### src/rtl/mc_sequencer_pkg.sv
// rtl/mc_sequencer_pkg.sv - shared state, PC-select encodings and defaults for mc_sequencer
package mc_sequencer_pkg;

    typedef enum logic [2:0] {
        ST_IDLE   = 3'd0,
        ST_FETCH  = 3'd1,
        ST_DECODE = 3'd2,
        ST_EXEC   = 3'd3,
        ST_MEM    = 3'd4,
        ST_WB     = 3'd5,
        ST_ERR    = 3'd7
    } state_t;

    localparam logic [1:0] PC_MUX_SEL_NEWPC  = 2'b00;
    localparam logic [1:0] PC_MUX_SEL_BRANCH = 2'b01;
    localparam logic [1:0] PC_MUX_SEL_JUMP   = 2'b10;
    localparam logic [1:0] PC_MUX_SEL_JR     = 2'b11;

    localparam int DEFAULT_TIMEOUT = 16;

    // A branch that was not taken in EXEC falls back to the sequential PC.
    function automatic logic [1:0] resolve_pc_src(input logic [1:0] pc_sel, input logic zero_q);
        return (pc_sel == PC_MUX_SEL_BRANCH && !zero_q) ? PC_MUX_SEL_NEWPC : pc_sel;
    endfunction

endpackage

### src/rtl/mc_wait_timer.sv
// rtl/mc_wait_timer.sv - clearable wait-cycle up-counter with terminal flag
module mc_wait_timer #(
    parameter int LIMIT = 16
) (
    input  logic clk,
    input  logic rst,
    input  logic clr,
    input  logic inc,
    output logic done
);

    localparam int W = (LIMIT < 1) ? 1 : $clog2(LIMIT + 1);

    logic [W-1:0] count;

    always_ff @(posedge clk) begin
        if (rst || clr) begin
            count <= '0;
        end else if (inc && !done) begin
            count <= count + W'(1);
        end
    end

    assign done = (count == W'(LIMIT));

endmodule

### src/rtl/mc_sequencer.sv
// rtl/mc_sequencer.sv - multi-cycle fetch/decode/exec/mem/wb sequencer driving datapath enables
module mc_sequencer
    import mc_sequencer_pkg::*;
#(
    parameter int TIMEOUT = DEFAULT_TIMEOUT,
    parameter int CNT_W   = 32
) (
    input  logic             clk,
    input  logic             rst,
    input  logic             run,
    input  logic             MemRead,
    input  logic             MemWrite,
    input  logic             RegWrite,
    input  logic [1:0]       PC_sel,
    input  logic             Zero,
    input  logic             imem_ready,
    input  logic             dmem_ready,
    output logic             imem_req,
    output logic             ir_we,
    output logic             dmem_req,
    output logic             dmem_we,
    output logic             reg_we,
    output logic             pc_we,
    output logic [1:0]       pc_src,
    output logic [2:0]       state,
    output logic [CNT_W-1:0] retired,
    output logic             err
);

    state_t           cur;
    state_t           nxt;
    logic             zero_q;
    logic [CNT_W-1:0] retired_q;
    logic             wait_clr;
    logic             wait_inc;
    logic             wait_done;

    mc_wait_timer #(.LIMIT(TIMEOUT)) u_wait (
        .clk  (clk),
        .rst  (rst),
        .clr  (wait_clr),
        .inc  (wait_inc),
        .done (wait_done)
    );

    always_ff @(posedge clk) begin
        if (rst) begin
            cur       <= ST_IDLE;
            zero_q    <= 1'b0;
            retired_q <= '0;
        end else begin
            cur <= nxt;
            if (cur == ST_EXEC) begin
                zero_q <= Zero;
            end
            if (cur == ST_WB) begin
                retired_q <= retired_q + CNT_W'(1);
            end
        end
    end

    always_comb begin
        nxt      = cur;
        wait_clr = 1'b0;
        wait_inc = 1'b0;
        imem_req = 1'b0;
        ir_we    = 1'b0;
        dmem_req = 1'b0;
        dmem_we  = 1'b0;
        reg_we   = 1'b0;
        pc_we    = 1'b0;
        pc_src   = PC_MUX_SEL_NEWPC;
        case (cur)
            ST_IDLE: begin
                if (run) begin
                    nxt      = ST_FETCH;
                    wait_clr = 1'b1;
                end
            end
            ST_FETCH: begin
                imem_req = 1'b1;
                // A ready arriving on the terminal count still completes the fetch.
                if (imem_ready) begin
                    ir_we = 1'b1;
                    nxt   = ST_DECODE;
                end else if (wait_done) begin
                    nxt = ST_ERR;
                end else begin
                    wait_inc = 1'b1;
                end
            end
            ST_DECODE: nxt = ST_EXEC;
            ST_EXEC: begin
                if (MemRead && MemWrite) begin
                    nxt = ST_ERR;
                end else if (MemRead || MemWrite) begin
                    nxt      = ST_MEM;
                    wait_clr = 1'b1;
                end else begin
                    nxt = ST_WB;
                end
            end
            ST_MEM: begin
                dmem_req = 1'b1;
                dmem_we  = MemWrite;
                if (dmem_ready) begin
                    nxt = ST_WB;
                end else if (wait_done) begin
                    nxt = ST_ERR;
                end else begin
                    wait_inc = 1'b1;
                end
            end
            ST_WB: begin
                reg_we = RegWrite;
                pc_we  = 1'b1;
                pc_src = resolve_pc_src(PC_sel, zero_q);
                if (run) begin
                    nxt      = ST_FETCH;
                    wait_clr = 1'b1;
                end else begin
                    nxt = ST_IDLE;
                end
            end
            ST_ERR:  nxt = ST_ERR;
            default: nxt = ST_ERR;
        endcase
    end

    assign state   = cur;
    assign retired = retired_q;
    assign err     = (cur == ST_ERR);

endmodule

### config.mk
export PLATFORM = sky130hd
export DESIGN_NAME = mc_sequencer
export DESIGN_NICKNAME = d
export VERILOG_FILES = /design/src/rtl/mc_sequencer_pkg.sv /design/src/rtl/mc_wait_timer.sv /design/src/rtl/mc_sequencer.sv
export SDC_FILE = /design/constraint.sdc
export NUM_CORES = 1
export LEC_CHECK = 0
export BUFFER_PORTS_ARGS = -buffer_cell sky130_fd_sc_hd__clkbuf_2
export CAP_MARGIN = 20
export CORE_UTILIZATION = 57
export DETAILED_ROUTE_END_ITERATION = 8
export GPL_TIMING_DRIVEN = 0
export PLACE_DENSITY_LB_ADDON = 0.1
export SETUP_SLACK_MARGIN = 0.2
export SLEW_MARGIN = 20
export SYNTH_ARGS = -nofsm -noshare
export SYNTH_HDL_FRONTEND = slang
export SYNTH_SLANG_ARGS = --single-unit
### constraint.sdc
create_clock -name clk -period 5.27 [get_ports clk]
set_input_delay 1.581 -clock clk [delete_from_list [all_inputs] [get_ports clk]]
set_output_delay 1.581 -clock clk [all_outputs]
set_load 0.05 [all_outputs]
==> results.md, run 1 <==
- Post-DP HPWL: 3670 um
- H-tree Lvls: 2
- Most common cell after layout, fill and taps aside: clkbuf_2
- Fmax: 273 MHz
- Final net count: around 340
- Initial DRC count: 187
- Resized cells post-CTS: 0
- Core ar.: roughly 0.0037 mm^2
- Crit-path leading delay family: buffers and inverters
- Cts bufs inserted: 5
- GR Overflow Total: 0
- Max-cap viol count: 0
- CTS max path bufs: 2
- TNS Setup: 0 ns
- Post-synth EDFFs: 0
- Psw: roughly 0.19 mW
- Register area share after synthesis: 36.3%
- Largest net degree at the start of global routing: 12
- Total global-route track usage: 26.2%
- Asr flop ratio synth: 0%
- Die H: roughly 65 um
- Placed cells: about 370
- Hold Fails Final Rpt: 0
- Initial antenna violation count: 0
- Post-Syn Area per Cell: between 8 and 9 um^2
- Synth Instances: 266
- CTS tree: yes
- Setup crit start kind: input port
- Worst slew pin tran: 0.589 ns
- Die width: 65.0 um
- Comb power frac: between 10% and 20%
- Wirelength per Cell: 13.6 um
- Clock latency at the later pin of the worst-skew pair: 0.29 ns
- Synth Net Count: 281
- Library cells used by synthesis: 50
- Share of post-route cells with drive strength above 1: 25.5%
- Biggest area consumer among synthesized cells: dfxtp_1
- Final instance area: 0.00267 mm^2
- Crit path top cell by count: clkbuf_2
- Synth area leaders: dfxtp_1 (36%), or4_1 (5.6%), a21oi_1 (4.9%)
- Sw frac: 30.0%
- First-pass GRT wire length: 8680 um
- I/O pin cnt: 55
- Area delta synth->final: 17.9%
- RSZ-0062 raised after global routing: no
- Ys flop type: dfxtp_1
- Final antenna-violating net count: 0
- PwrDens: 234 mW/mm^2
- Final GP Congestion: 0.835
- IO buf count: 54
- Vias per cell: 5.93
- Pleak: 1.05 nW
- Hold WC Path Type: reg2reg
- Flop pwr share: between 50% and 60%
- Critical Path Source: imem_ready
- Critical path's slowest cell: clkbuf_2
- DRC violations left: 0
- Hold Path Origin: zero_q
- Bufs and invs on worst path: 2
- Dpl cell area: 0.00259 mm^2
- Starting Density: 60.4%
- Clock power share: 30.6%
- Max-slew headroom: 60.7%
- Highest routed layer: met4
- Hold buffers post-CTS: 0
- Synthesis Warnings: 0
- Vias: 2217
- M1 WL: around 2300 um
- Min Tclk post-route: 3.67 ns
- Setup Skew: 0.00879 ns
- Vias in the first global route: approximately 2000
- Post-Syn Area: 0.00226 mm^2
- Status: complete, no violations
- Max Slew Vio Count: 0
- Die Footprint: 0.00422 mm^2
- Total power: roughly 0.62 mW
- Post-Route WL: 5100 um
- Clk slew on worst S/H paths: 0.08 ns
- Final cell count without fillers: around 370
- # diodes: 0
- Worst setup path category: in2out
- RR Startpoint: state[0]
- Final cycle utilization of the critical path: 69.6%
- Critical path's largest stage delay: between 0.2 and 0.3 ns
- Synth Register Bits: 41
- Most frequent cells in the layout: clkbuf_2 (54), dfxtp_1 (41), nor2_1 (24)
- Pre-CTS WS: 1.61 ns
- Worst-path fanout max: 4
- Clk root buf: clkbuf_8
- Post-CTS Setup Repair Bufs: 0
- Yosys top cell area share: 36.3%
- Worst-path cell chain: clkbuf_2, and2_1, clkbuf_2
- # setup viols final: 0
- Required @ worst endpoint: 3.69 ns
- # rows: 22
- Met2 WL: around 2400 um
- Endpoint type of the worst setup path: primary output
- Final worst slack: 1.60 ns
- Clock Sinks: 41
- VDD IR max: around 170 uV
- Hold WS: between 0.4 and 0.5 ns
- DR WL met3: 313 um
- Pre-antenna DRT Iters: 5
- Worst EP arrival: about 2.1 ns
- Final Util: 71.2%
- Int Pwr: 0.436 mW
## final cells by class
class | count | area (um^2)
clock inverter | 1 | 5.00
timing repair buffer | 54 | 270
buffer | 17 | 75.1
clock buffer | 5 | 68.8
inverter | 7 | 26.3
tap | 48 | 60.1
sequential | 41 | 821
fill | 314 | 1080
multi-input combinational | 201 | 1340
## flip-flops by register name, summed over array words and instances (netlist names)
| signal | count |
|---|---|
| retired | 32 |
| u_wait.count | 5 |
| state | 3 |
| zero_q | 1 |
## power groups by stage
stage,sequential (mW),clock [mW],combinational [mW]
after detailed placement,0.327,0,0.111
final,0.320,0.191,0.112
after global routing,0.320,0.205,0.122
after CTS,0.320,0.193,0.112
after floorplan,0.339,0,0.0731
after global placement,0.327,0,0.110
## Yosys cell counts (7+ instances only)
master,n
o31ai_1,12
or4_1,17
nand3_1,11
nand2_1,16
xnor2_1,7
nand4_1,8
o21ai_0,9
dfxtp_1,41
a21oi_1,22
clkbuf_1,9
inv_1,7
nor2_1,24
## path summary, 6_finish.rpt
check / slack (ns) / endpoint / cells past startpoint
setup / recovery: 1.60 / ir_we / 3
hold / removal: 0.47 / zero_q / 2
setup reg to reg: 3.20 / retired[19] / 6
hold reg to reg: 0.47 / zero_q / 2
## routing by layer
layer | vias to the layer above | global-route usage, %
met5 | - | 0
met4 | 0 | 9.72
met3 | 6 | 4.75
met2 | 90 | 44.3
met1 | 1008 | 32.7
li1 | 1113 | -
## worst register-to-register path: stages, from the launching register on
cell,delay [ns]
dfxtp_1,0.34
buf_2,0.22
nand4b_4,0.18
or3_1,0.42
clkbuf_1,0.24
or4_1,0.45
a21oi_1,0.17
## kinds of logic after synthesis
family	share of synthesized area [%]
and+or+nand+nor	34.0
AOI/OAI and AO/OA	16.1
DFF	36.3
buffers and inverters	4.48
xor gates and xnor gates	5.03
muxes	1.88
adders and majority gates	2.21
Power figures use the tool's default switching activity.
==> run 2: changes to the inputs <==
- ABC_AREA: default -> 1
- CORE_UTILIZATION: 57 -> 54
- clock period: 5.27 -> 3.7 ns (I/O delays scaled with it)
==> run 2 against run 1 <==
  * Non-clock buffer count down 12
  * Setup slack worse by 0.66 ns
  * Clock skew down 0.00061 ns
  * Sequential power up 45%
  * Power up 69%
  * Register-to-register slack worse by 1.2 ns
  * Via count up 13%
  * Utilization down 2.0 points
  * Critical path depth up 1
  * Clock power up 120%
  * Sequential share of layout area down 2.2 points
  * Critical endpoint is now pc_src[0]
==> results.md, run 2 <==
- Status: complete, no violations
- Post-synth EDFFs: 0 (unchanged)
- Vias per cell: 5.15 (-13%)
- VDD IR max: 287 uV (+67%)
- Simple-gate share of the synthesized area: 40.4% (+6.4 points)
- Flop pwr share: 44.1% (-7.2 points)
- Int Pwr: 0.760 mW (+74%)
- H-tree Lvls: 2 (unchanged)
- Final GP Congestion: 0.835 (unchanged)
- Worst EP arrival: 1.65 ns (-0.44 ns)
- Max-cap viol count: 0 (unchanged)
- Yosys top cell area share: 34.2% (-2.1 points)
- Required @ worst endpoint: 2.59 ns (-1.10 ns)
- Die width: 68.7 um (+5.7%)
- Post-Syn Area per Cell: 6.39 um^2 (-25%)
- Min Tclk post-route: 2.76 ns
- Worst Hold Depth: 2 (unchanged)
- Clk slew on worst S/H paths: 0.08 ns (about the same)
- Post-CTS Setup Repair Bufs: 0 (unchanged)
- Endpoint type of the worst setup path: primary output
- Pleak: 1.36 nW (+29%)
- Post-synthesis compound-gate area fraction: 9.85% (-6.2 points)
- Worst R2R Path Depth: 8 (+2)
- Top cells by count, synth: nand2_1 (85), inv_1 (67), nor2_1 (58)
- Max-slew headroom: 65.9% (+5.2 points)
- First-pass GRT wire length: 9090 um (+4.8%)
- Initial antenna violation count: 0 (unchanged)
- Starting Density: 57.9% (-2.5 points)
- Final cycle utilization of the critical path: 74.6%
- Synth Instances: 376 (+41%)
- I/O pin cnt: 55 (unchanged)
- Critical Path Source: PC_sel[1]
- RR Startpoint: state[0]
- Synthesis Warnings: 0 (unchanged)
- Worst setup path category: in2out
- Hold buffers post-CTS: 0 (unchanged)
- Wirelength per Cell: 11.5 um (-16%)
- CTS max path bufs: 2 (unchanged)
- Most frequent cells in the layout: nand2_1 (85), inv_1 (67), nor2_1 (58)
- Post-Syn Area: 0.00240 mm^2 (+6.1%)
- Vias in the first global route: 2137 (+8.5%)
- TNS Setup: 0 ns (unchanged)
- Worst-path fanout max: 2 (-2)
- Most common cell after layout, fill and taps aside: nand2_1
- Post-DP HPWL: 4330 um (+18%)
- Asr flop ratio synth: 0% (unchanged)
- Crit path capture: pc_src[0]
- Clock power share: 40.4% (+9.8 points)
- Post-Route WL: 5600 um (+9.7%)
- CTS tree: yes
- # diodes: 0 (unchanged)
- IO buf count: 54 (unchanged)
- # rows: 23 (+4.5%)
- Total global-route track usage: 25.8% (-0.35 points)
- Sw frac: 28.0% (-2.0 points)
- Synth Area in XOR/XNOR: 1.09% (-3.9 points)
- Hold WC Path Type: reg2reg
- Post-synthesis mux area share: 0% (-1.9 points)
- Die Footprint: 0.00472 mm^2 (+12%)
- Library cells used by synthesis: 30 (-40%)
- Comb power frac: 15.5% (-2.5 points)
- Total power: 1.05 mW (+69%)
- Area share of fa/ha/maj cells after synthesis: 2.08% (-0.13 points)
- Setup Skew: 0.00818 ns (-0.000615 ns)
- DRC violations left: 0 (unchanged)
- Area delta synth->final: 19.4%
- Register area share after synthesis: 34.2% (-2.1 points)
- Setup crit start kind: input port
- Synth Register Bits: 41 (unchanged)
- Worst slew pin tran: 0.511 ns (-0.0776 ns)
- Share of post-route cells with drive strength above 1: 19.4% (-6.1 points)
- Core ar.: 0.00414 mm^2 (+11%)
- Initial DRC count: 120 (-36%)
- Dpl cell area: 0.00273 mm^2 (+5.5%)
- RSZ-0062 raised after global routing: no
- Biggest area consumer among synthesized cells: dfxtp_1
- Max reg flops: 32 (unchanged)
- Pre-antenna DRT Iters: 4 (-1)
- GR Overflow Total: 0 (unchanged)
- Clock Sinks: 41 (unchanged)
- Die H: 68.7 um (+5.7%)
- Clk root buf: clkbuf_8
- Synth area leaders: dfxtp_1 (34%), nand2_1 (13%), inv_1 (10%)
- Max Slew Vio Count: 0 (unchanged)
- Ys flop type: dfxtp_1
- PwrDens: 368 mW/mm^2 (+57%)
- Final net count: 452 (+32%)
- Critical R2R Capture: retired[16]
- Psw: 0.295 mW (+58%)
- Synth Net Count: 391 (+39%)
- Final antenna-violating net count: 0 (unchanged)
- Vias: 2514 (+13%)
- # setup viols final: 0 (unchanged)
- Hold Fails Final Rpt: 0 (unchanged)
- Most frequent cell after synthesis: nand2_1
- Cts bufs inserted: 5 (unchanged)
- Largest net degree at the start of global routing: 14 (+2)
- Worst R2R Setup Slack: 2.00 ns (-1.20 ns)
- Largest family of logic cells by synthesized area: simple AND/OR/NAND/NOR gates
- Fmax: 362 MHz
- Final instance area: 0.00287 mm^2 (+7.6%)
- Resized cells post-CTS: 0 (unchanged)
- Clock latency at the later pin of the worst-skew pair: 0.29 ns (about the same)
[run 2: changes by cell type in the layout (fill, tap and decap cells not counted), moves of 7 or more]
cell	before	now
clkbuf_1	9	2
inv_1	7	67
nand2_1	16	85
nand3_1	11	23
nor2_1	24	58
o21ai_0	9	16
o31ai_1	12	0
or4_1	17	0
[run 2: power by group through the flow]
stage | Combinational [mW] | Clock [mW] | Sequential (mW)
finish | 0.163 | 0.426 | 0.465
floorplan | 0.102 | 0 | 0.497
global route | 0.178 | 0.450 | 0.467
global placement | 0.160 | 0 | 0.475
detailed placement | 0.163 | 0 | 0.475
CTS | 0.164 | 0.431 | 0.465
[run 2: worst max-delay path: stages]
cell	delay, ns
clkbuf_2	0.09
o21ai_0	0.16
nor2_1	0.06
clkbuf_2	0.23
[run 2: worst min path at each step]
| stage | startpoint | to | slack, ns |
|---|---|---|---|
| floorplan | zero_q | zero_q | 0.45 |
| global placement | zero_q | zero_q | 0.46 |
| detailed placement | zero_q | zero_q | 0.48 |
| CTS | zero_q | zero_q | 0.49 |
| global route | retired[5] | retired[5] | 0.52 |
| finish | zero_q | zero_q | 0.49 |
[run 2: area by class of cell]
type	instances	area, um^2
Multi-Input combinational cell	259	1280
Fill cell	384	1280
Sequential cell	41	821
Timing Repair Buffer	54	270
Inverter	71	267
Clock buffer	5	68.8
Clock inverter	3	65.1
Tap cell	50	62.6
Buffer	5	30.0
[run 2: cells by family after synthesis]
family,after synthesis
flip-flops,41
AND/OR/NAND/NOR,206
adder cells (fa/ha/maj),4
buffers and inverters,76
AO/OA/AOI/OAI,46
XOR/XNOR,3
[run 2: routing by layer]
layer | wire length [um] | GRT usage [%] | up-vias
met5 | 0 | 0 | -
met4 | 56 | 7.81 | 0
met3 | 213 | 4.44 | 6
met2 | 2670 | 43.8 | 55
met1 | 2650 | 33.2 | 1155
li1 | - | - | 1298
[run 2: stage by stage]
step           instances  util, %  hold WS [ns]  setup WS (ns)
4_1_cts              488     69.2         0.492          0.936
5_1_grt              488     69.2         0.516          0.840
3_5_place_dp         480     66.0         0.482          0.936
6_report             488     69.2         0.491          0.939
2_1_floorplan        376        -         0.450          0.683
3_3_place_gp         480     66.0         0.464          0.943
==> run 3: changes to the inputs <==
- CORE_UTILIZATION: 54 -> 49
- clock period: 3.7 -> 2.4 ns (I/O delays scaled with it)
==> run 3 against run 2 <==
  * Clock-buffer cell count up 3
  * Cell count is 3.7% higher
  * Flip-flop and latch count stayed put
  * Non-clock buffer count rose by 1
  * Critical path type is now reg2out
  * Critical endpoint is now ir_we
  * Largest cell class unchanged
==> results.md, run 3 (synthesized netlist as in run 2, its figures left out) <==
- Wirelength per Cell: 10.7 um (-6.5%)
- Cts bufs inserted: 5 (unchanged)
- Hold buffers post-CTS: 0 (unchanged)
- I/O pin cnt: 55 (unchanged)
- PwrDens: 491 mW/mm^2 (+33%)
- Hold WS: 0.475 ns (-0.0165 ns)
- Bufs and invs on worst path: 3 (+1)
- Vias: 2468 (-1.8%)
- First-pass GRT wire length: 8780 um (-3.5%)
- # diodes: 0 (unchanged)
- RSZ-0062 raised after global routing: no
- # setup viols final: 0 (unchanged)
- Total power: 1.41 mW (+34%)
- Post-Route WL: 5430 um (-3.1%)
- Worst EP arrival: 1.37 ns (-0.28 ns)
- Final GP Congestion: 0.880 (+5.4%)
- Final cycle utilization of the critical path: 87.3%
- Final antenna-violating net count: 0 (unchanged)
- Int Pwr: 0.973 mW (+28%)
- Hold Fails Final Rpt: 0 (unchanged)
- Final cell count without fillers: 506 (+3.7%)
- DRC violations left: 0 (unchanged)
- Max reg flops: 32 (unchanged)
- Fmax: 478 MHz
- Max Slew Vio Count: 0 (unchanged)
- Worst-path fanout max: 7 (+5)
- Clock latency at the later pin of the worst-skew pair: 0.29 ns (about the same)
- # rows: 25 (+8.7%)
- Sw frac: 31.2% (+3.2 points)
- Most common cell after layout, fill and taps aside: nand2_1
- Worst-path cell chain: inv_2, nand2_1, inv_1, nand2_1, nor2_2, clkbuf_4
- Max-cap viol count: 0 (unchanged)
- Required @ worst endpoint: 1.68 ns (-0.91 ns)
- Status: complete, no violations
- Worst setup path category: reg2out
- Endpoint type of the worst setup path: primary output
- Placed cells: 497 (+3.5%)
- Core ar.: 0.00472 mm^2 (+14%)
- Post-DP HPWL: 4150 um (-4.2%)
- Critical path's largest stage delay: 0.39 ns (+0.16 ns)
- Largest net degree at the start of global routing: 12 (-2)
- Hold WC Path Type: reg2reg
- Psw: 0.441 mW (+49%)
- H-tree Lvls: 2 (unchanged)
- Vias per cell: 4.88 (-5.3%)
- Max-slew headroom: 58.1% (-7.8 points)
- Flop pwr share: 51.0% (+6.9 points)
- VDD IR max: 314 uV (+9.3%)
- Setup crit start kind: flip-flop
- Initial antenna violation count: 0 (unchanged)
- Clk root buf: clkbuf_8
- Die Footprint: 0.00518 mm^2 (+9.9%)
- Share of post-route cells with drive strength above 1: 21.0% (+1.6 points)
- Pleak: 1.34 nW (-1.5%)
- IO buf count: 54 (unchanged)
- CTS tree: yes
- Clk slew on worst S/H paths: 0.07 ns (about the same)
- Area delta synth->final: 19.9%
- Clock Sinks: 41 (unchanged)
- Crit path top cell by count: nand2_1
- Vias in the first global route: 2010 (-5.9%)
- Clock power share: 30.7% (-9.7 points)
- Die width: 72 um (+4.8%)
- CTS max path bufs: 2 (unchanged)
- Final Util: 61.0% (-8.2 points)
- GR Overflow Total: 0 (unchanged)
- Initial DRC count: 116 (-3.3%)
- Critical path's slowest cell: dfxtp_1
- Most frequent cells in the layout: nand2_1 (85), inv_1 (66), nor2_1 (52)
- Final net count: 453 (+0.22%)
- Starting Density: 50.8% (-7.1 points)
- Comb power frac: 18.3% (+2.8 points)
- Min Tclk post-route: around 2.1 ns
- Crit-path leading delay family: buffers and inverters
- Setup Skew: 0.00348 ns (-0.00470 ns)
- Worst slew pin tran: 0.629 ns (+0.117 ns)
- Total global-route track usage: 21.5% (-4.3 points)
- Pre-antenna DRT Iters: 4 (unchanged)
- TNS Setup: 0 ns (unchanged)
- Die H: 72 um (+4.8%)
[run 3: changes by cell type in the layout (fill, tap and decap cells not counted), sizes merged]
cell    delta
buf        +4
bufinv     -2
clkinv     -1
[run 3: timing repair]
item	CTS	global route
endpoints found under the setup margin	3	4
gates resized for setup	4	8
setup buffers	0	1
[run 3: layer usage]
layer | part of all wire [%] | track usage (%)
met5 | 0 | 0
met4 | 1.1 | 6.10
met1 | 46 | 26.9
met3 | 3.3 | 4.44
met2 | 50 | 37.4
[run 3: worst register-to-register path, stage by stage, from the launching register on]
cell and delay [ns]:
dfxtp_1 0.40, ha_1 0.19, nand2_1 0.06, inv_1 0.08
nand3_2 0.18, nor2_4 0.17, buf_4 0.20, nand2_1 0.09
o21ai_1 0.13, nor2_1 0.06
[run 3: cell type report]
class,instances,area [um^2]
inverters,71,267
plain buffers,5,30.0
fillers,460,1840
multi-input cells,259,1300
clock buffers,8,80.1
repair buffers,55,292
flip-flops and latches,41,828
well taps,67,83.8
[run 3: per-stage QoR]
| step | area (um^2) | setup slack (ns) |
|---|---|---|
| after floorplan | 2420 | 0.190 |
| after global placement | 2770 | 0.418 |
| after detailed placement | 2770 | 0.392 |
| after CTS | 2860 | 0.202 |
| after global routing | 2880 | 0.192 |
| final | 2880 | 0.306 |
[run 3: worst paths after layout]
check	start	endpoint	slack, ns	cells past startpoint
worst max-delay path	state[1]	ir_we	0.31	6
worst min-delay path	zero_q	zero_q	0.47	2
worst max register to register	retired[0]	retired[16]	0.74	9
worst min register to register	zero_q	zero_q	0.47	2
[run 3: power groups by stage]
stage / logic, mW / clock network (mW) / registers [mW]
3_3_place_gp: 0.251 / 0 / 0.735
5_1_grt: 0.281 / 0.480 / 0.724
3_5_place_dp: 0.254 / 0 / 0.735
4_1_cts: 0.256 / 0.450 / 0.720
2_1_floorplan: 0.161 / 0 / 0.769
6_report: 0.258 / 0.434 / 0.721
